[config.mk]
export PLATFORM = sky130hd
export DESIGN_NAME = game_flow_ctrl
export DESIGN_NICKNAME = d
export VERILOG_FILES = /design/src/rtl/game_flow_ctrl.sv
export SDC_FILE = /design/constraint.sdc
export NUM_CORES = 1
export LEC_CHECK = 0
export ABC_AREA = 0
export CORE_MARGIN = 2
export CORE_UTILIZATION = 48
export DETAILED_ROUTE_END_ITERATION = 8
export GPL_ROUTABILITY_DRIVEN = 0
export PLACE_DENSITY = 0.71
export SYNTH_ARGS = -nofsm -noshare
export SYNTH_HDL_FRONTEND = slang
export SYNTH_SLANG_ARGS = --single-unit
[constraint.sdc]
create_clock -name clk -period 1.6 [get_ports clk]
set_input_delay 0.32 -clock clk [delete_from_list [all_inputs] [get_ports clk]]
set_output_delay 0.32 -clock clk [all_outputs]
set_load 0.1 [all_outputs]
[src/rtl/game_flow_ctrl.sv]
// Match sequencer for the collision controller: idle/attract, serve delay, play,
// pause, post-point freeze and game-over hold, driven by two buttons and a frame tick.
module game_flow_ctrl #(
  parameter int SERVE_TICKS = 120,
  parameter int POINT_TICKS = 60,
  parameter int OVER_TICKS  = 300,
  parameter int TMR_W       = 9
) (
  input  logic       clk,
  input  logic       rst_n,
  input  logic       frame_tick,
  input  logic       start_btn,
  input  logic       pause_btn,
  input  logic       wall_col,
  input  logic       lossA,
  input  logic       lossB,
  output logic       game_en,
  output logic       round_rst_n,
  output logic       gmv,
  output logic [2:0] state,
  output logic [1:0] winner,
  output logic       point_pulse
);

  // state | meaning
  // IDLE  | attract screen, scores held cleared, waits for start
  // SERVE | ball held at centre for SERVE_TICKS frames
  // PLAY  | collision controller running
  // PAUSE | field frozen until the next pause press
  // POINT | field frozen for POINT_TICKS frames after a point
  // OVER  | game-over screen held for OVER_TICKS frames
  localparam logic [2:0] IDLE  = 3'd0;
  localparam logic [2:0] SERVE = 3'd1;
  localparam logic [2:0] PLAY  = 3'd2;
  localparam logic [2:0] PAUSE = 3'd3;
  localparam logic [2:0] POINT = 3'd4;
  localparam logic [2:0] OVER  = 3'd5;

  localparam logic [TMR_W-1:0] SERVE_LD = TMR_W'(SERVE_TICKS - 1);
  localparam logic [TMR_W-1:0] POINT_LD = TMR_W'(POINT_TICKS - 1);
  localparam logic [TMR_W-1:0] OVER_LD  = TMR_W'(OVER_TICKS - 1);

  logic [2:0]       state_q, state_d;
  logic [TMR_W-1:0] timer_q, timer_d;
  logic [1:0]       winner_q, winner_d;
  logic             point_pulse_q, point_pulse_d;
  logic             game_en_q, game_en_d;
  logic             round_rst_n_q, round_rst_n_d;
  logic             gmv_q, gmv_d;
  logic             start_s1_q, start_s2_q, start_s3_q;
  logic             pause_s1_q, pause_s2_q, pause_s3_q;
  logic             wall_col_d_q;

  logic start_edge, pause_edge, wall_edge;

  assign start_edge = start_s2_q & ~start_s3_q;
  assign pause_edge = pause_s2_q & ~pause_s3_q;
  assign wall_edge  = wall_col & ~wall_col_d_q;

  always_comb begin
    state_d       = state_q;
    timer_d       = timer_q;
    winner_d      = winner_q;
    point_pulse_d = 1'b0;
    case (state_q)
      IDLE: begin
        timer_d = '0;
        if (start_edge) begin
          state_d  = SERVE;
          winner_d = 2'b00;
        end
      end
      SERVE: begin
        if (frame_tick) begin
          if (timer_q == '0) state_d = PLAY;
          else               timer_d = timer_q - 1'b1;
        end
      end
      PLAY: begin
        timer_d = '0;
        if (lossA | lossB) begin
          state_d  = OVER;
          winner_d = {lossB, lossA};
        end else if (wall_edge) begin
          state_d       = POINT;
          point_pulse_d = 1'b1;
        end else if (pause_edge) begin
          state_d = PAUSE;
        end
      end
      PAUSE: begin
        timer_d = '0;
        if (pause_edge) state_d = PLAY;
      end
      POINT: begin
        if (frame_tick) begin
          if (timer_q == '0) state_d = SERVE;
          else               timer_d = timer_q - 1'b1;
        end
      end
      OVER: begin
        if (frame_tick) begin
          if (timer_q == '0) state_d = IDLE;
          else               timer_d = timer_q - 1'b1;
        end
      end
      default: begin
        state_d = IDLE;
        timer_d = '0;
      end
    endcase

    // Any transition reloads the timer for the state being entered.
    if (state_d != state_q) begin
      case (state_d)
        SERVE:   timer_d = SERVE_LD;
        POINT:   timer_d = POINT_LD;
        OVER:    timer_d = OVER_LD;
        default: timer_d = '0;
      endcase
    end
  end

  always_comb begin
    game_en_d     = 1'b0;
    round_rst_n_d = 1'b1;
    gmv_d         = 1'b0;
    case (state_d)
      IDLE: begin
        game_en_d     = 1'b1;
        round_rst_n_d = 1'b0;
        gmv_d         = 1'b1;
      end
      SERVE: begin
        game_en_d     = 1'b1;
        round_rst_n_d = 1'b0;
      end
      PLAY:    game_en_d = 1'b1;
      default: ;
    endcase
  end

  always_ff @(posedge clk or negedge rst_n) begin
    if (!rst_n) begin
      state_q       <= IDLE;
      timer_q       <= '0;
      winner_q      <= 2'b00;
      point_pulse_q <= 1'b0;
      game_en_q     <= 1'b1;
      round_rst_n_q <= 1'b0;
      gmv_q         <= 1'b1;
      start_s1_q    <= 1'b0;
      start_s2_q    <= 1'b0;
      start_s3_q    <= 1'b0;
      pause_s1_q    <= 1'b0;
      pause_s2_q    <= 1'b0;
      pause_s3_q    <= 1'b0;
      wall_col_d_q  <= 1'b0;
    end else begin
      state_q       <= state_d;
      timer_q       <= timer_d;
      winner_q      <= winner_d;
      point_pulse_q <= point_pulse_d;
      game_en_q     <= game_en_d;
      round_rst_n_q <= round_rst_n_d;
      gmv_q         <= gmv_d;
      start_s1_q    <= start_btn;
      start_s2_q    <= start_s1_q;
      start_s3_q    <= start_s2_q;
      pause_s1_q    <= pause_btn;
      pause_s2_q    <= pause_s1_q;
      pause_s3_q    <= pause_s2_q;
      wall_col_d_q  <= wall_col;
    end
  end

  assign state       = state_q;
  assign winner      = winner_q;
  assign point_pulse = point_pulse_q;
  assign game_en     = game_en_q;
  assign round_rst_n = round_rst_n_q;
  assign gmv         = gmv_q;

endmodule

==> impl_metrics.py <==
metrics = {
    "outcome": {
        "status": "finished, violations left",
        "violations": "negative setup slack",
    },
    "cts": {
        "cts-hold-fix-buffers": 0,
        "clk_pin_slew_ns": 0.16,
        "cts-buffers-inserted": 3,
        "root_buffer": "clkbuf_4",
        "insertion_delay_ns": 0.33,
        "cts_max_path_buffers": 2,
        "cts_tree": "built",
        "cts-htree-levels": 1,
        "cts_sinks": 25,
    },
    "logic_synthesis": {
        "synth_top_area_share_pct": 45.4,
        "netlist.top_cell.by_area": "dfrtp_1",
        "syn_inst": 123,
        "synth_area_per_cell_sq_um": 10.3,
        "synth_edf_count": 0,
        "synthFlopType": "dfrtp_1",
        "synthTopCellsByCount": "dfrtp_1 (23), nand2_1 (11), a21oi_1 (8)",
        "synth_seq_area_share_pct": 49.6,
        "synth_nets": 133,
        "ys_types": 43,
        "synthTopCellsByArea": "dfrtp_1 (45%), dfstp_2 (4.1%), nand2_1 (3.3%)",
        "syn_area_sq_um": 1270,
        "ys_ff_latch": 25,
        "yosys_warnings": 0,
        "async_flop_share_pct": 100,
        "yosysMostFrequentCell": "dfrtp_1",
    },
    "setup_path": {
        "worstSetupPathType": "reg -> reg",
        "cp.arrival_ns": 1.96,
        "cp-start-kind": "flop",
        "end_kind": "flop",
        "critPathSlowestCell": "dfrtp_1",
        "timing.rr.end": "timer_q[0]",
        "cp_top_family": "compound AO/OA/AOI/OAI gates",
        "cp_cell_sequence": "inv_2 -> ha_4 -> nor4b_4 -> buf_4 -> and2_4 -> o2111ai_2 -> a221o_1",
        "required_ns": 1.82,
        "timing.rr.start": "timer_q[0]",
        "path_max_fanout": 6,
        "critical-path-max-stage-delay_ns": 0.44,
        "reg2reg_slack_ns": -0.14,
        "crit_buf_inv": 2,
        "rr_worst_depth": 7,
    },
    "sta": {
        "clock.fmax_mhz": 576,
        "maxSlewViolCount": 0,
        "setup_tns_ns": -0.783,
        "setup_viol": 12,
        "max_slew_margin_pct": 73.8,
        "min_period_ns": 1.74,
        "tightest_slew_ns": 0.392,
        "skew_ns": 0.0149,
        "hold_viol_final": 0,
        "fin_crit_sh_pct": 109,
        "rsz0062_at_grt": "true",
        "setup_ws_ns": -0.137,
        "hold_slack_ns": 0.339,
    },
    "placement": {
        "numPortBuffers": 16,
        "hpwl_um": 2290,
        "pre_cts_ws_ns": -0.214,
        "dpl_cell_area_sq_um": 1790,
    },
    "floorplanning": {
        "rows": 18,
        "start_util_pct": 50.7,
        "fp.dieW_um": 55.4,
        "die_h_um": 55.4,
        "core_area_sq_um": 2500,
        "die-area_sq_um": 3070,
        "ioPinCount": 17,
    },
    "final_layout": {
        "diodes": 0,
        "drive_gt1_share_pct": 51.1,
        "area_growth_pct": 62.5,
        "fillers": 121,
        "final_area_sq_um": 2060,
        "seqCellArea_sq_um": 639,
        "multi_input_area_sq_um": 744,
        "nNetsFinal": 191,
    },
    "global_routing": {
        "grt_pass1_wl_um": 5880,
        "antenna_found_initial": 0,
        "grt_pass1_vias": 1240,
        "grt.total_usage_pct": 24.2,
        "globalRouteOverflowTotal": 0,
        "grt_max_degree": 26,
    },
    "power": {
        "clockPowerShare_pct": 9.0,
        "ir_drop_mv": 1.68,
        "p_per_area_nw_per_um2": 1620,
        "p_int_uw": 1850,
        "comb_power_share_pct": 61.5,
        "power_frac_seq_pct": 29.5,
        "p_sw_uw": 1480,
        "switching_share_pct": 44.3,
        "p_leak_uw": 0.000912,
    },
    "routing": {
        "vias": 1267,
        "post_drt_wl_per_cell_um": 19.0,
        "wl_um": 3980,
        "viasPerCell": 6.03,
        "dr.first_iter.drc_count": 27,
        "ant_nets": 0,
        "drc": 0,
        "dr.pass1.iters": 4,
    },
    "run": {
        "drv_cap": 0,
    },
    "worst_hold_path": {
        "hp-class": "in -> async",
    },
}
through the flow:
stage / utilization [%] / total power, uW / instances
2_1_floorplan: - / 1900 / 123
3_3_place_gp: 71.5 / 2580 / 198
3_5_place_dp: 71.5 / 2640 / 198
4_1_cts: 77.1 / 3110 / 206
5_1_grt: 82.4 / 3480 / 210
6_report: 82.4 / 3330 / 210
cells by family (layout without fill, tap and decap cells):
group	count (synthesis)	in the layout	share of synthesized area [%]
flops	25	25	49.6
buf+inv	11	68	4.24
compound gates	33	33	17.7
fa+ha+maj	2	2	1.97
simple gates	50	50	25.0
mux	2	2	1.58
flip-flops by register name, summed over array words and instances (netlist names):
register      count
pause_s1_q        1
round_rst_n       1
pause_s3_q        1
game_en           1
state             3
point_pulse       1
winner            2
gmv               1
timer_q           9
start_s2_q        1
start_s1_q        1
pause_s2_q        1
start_s3_q        1
wall_col_d_q      1
layout make-up:
cell class / instances / area share [%]
Multi-Input combinational cell: 87 / 36.1
Sequential cell: 25 / 31.0
Timing Repair Buffer: 57 / 28.4
Tap cell: 30 / 1.82
Inverter: 7 / 1.28
Clock buffer: 3 / 1.09
Clock inverter: 1 / 0.243
power groups by stage:
stage | combinational (uW) | clock, uW | sequential, uW
after floorplan | 523 | 0 | 1380
after global placement | 1610 | 0 | 969
after detailed placement | 1660 | 0 | 979
after CTS | 1830 | 298 | 979
after global routing | 2150 | 333 | 1000
final | 2050 | 300 | 983
worst reg2reg max path, stage by stage, from the launching register on:
cell       delay [ns]
dfrtp_1          0.44
inv_2            0.09
ha_4             0.12
nor4b_4          0.17
buf_4            0.20
and2_4           0.16
o2111ai_2        0.10
a221o_1          0.36
cells in the final DEF (no fill, tap or decap), drive strengths merged, types with 4 or more instances in the layout:
master          n
buf            50
dfrtp          23
nand2          11
a21oi           8
clkdlybuf4s50   7
inv             7
o21ai           6
nor2            6
nor3b           5
nand2b          4
o211ai          4
nand3           4
routing by layer:
layer | vias to the layer above | part of all wire, % | track usage, %
met5 | - | 0 | 0
met4 | 0 | 5.0 | 10.8
met3 | 16 | 6.4 | 3.75
met2 | 61 | 49 | 40.6
met1 | 621 | 39 | 30.7
li1 | 569 | - | -
worst max-delay path by stage:
stage               start    endpoint  slack, ns  depth (start not counted)
5_1_grt        timer_q[0]  timer_q[0]      -0.17                          7
6_report       timer_q[0]  timer_q[0]      -0.14                          7
3_5_place_dp     wall_col  timer_q[0]      -0.21                          5
4_1_cts          state[0]  timer_q[0]       -0.1                          5
3_3_place_gp     wall_col  timer_q[0]      -0.17                          5
2_1_floorplan    state[0]  timer_q[0]      -0.31                          6
repair_timing:
| item | 4_1_cts | 5_1_grt |
|---|---|---|
| setup buffers | 4 | 5 |
| gates resized for setup | 21 | 26 |
| setup endpoints to repair | 16 | 17 |
| pin swaps | 11 | 13 |
(Power assumes the default switching activity.)
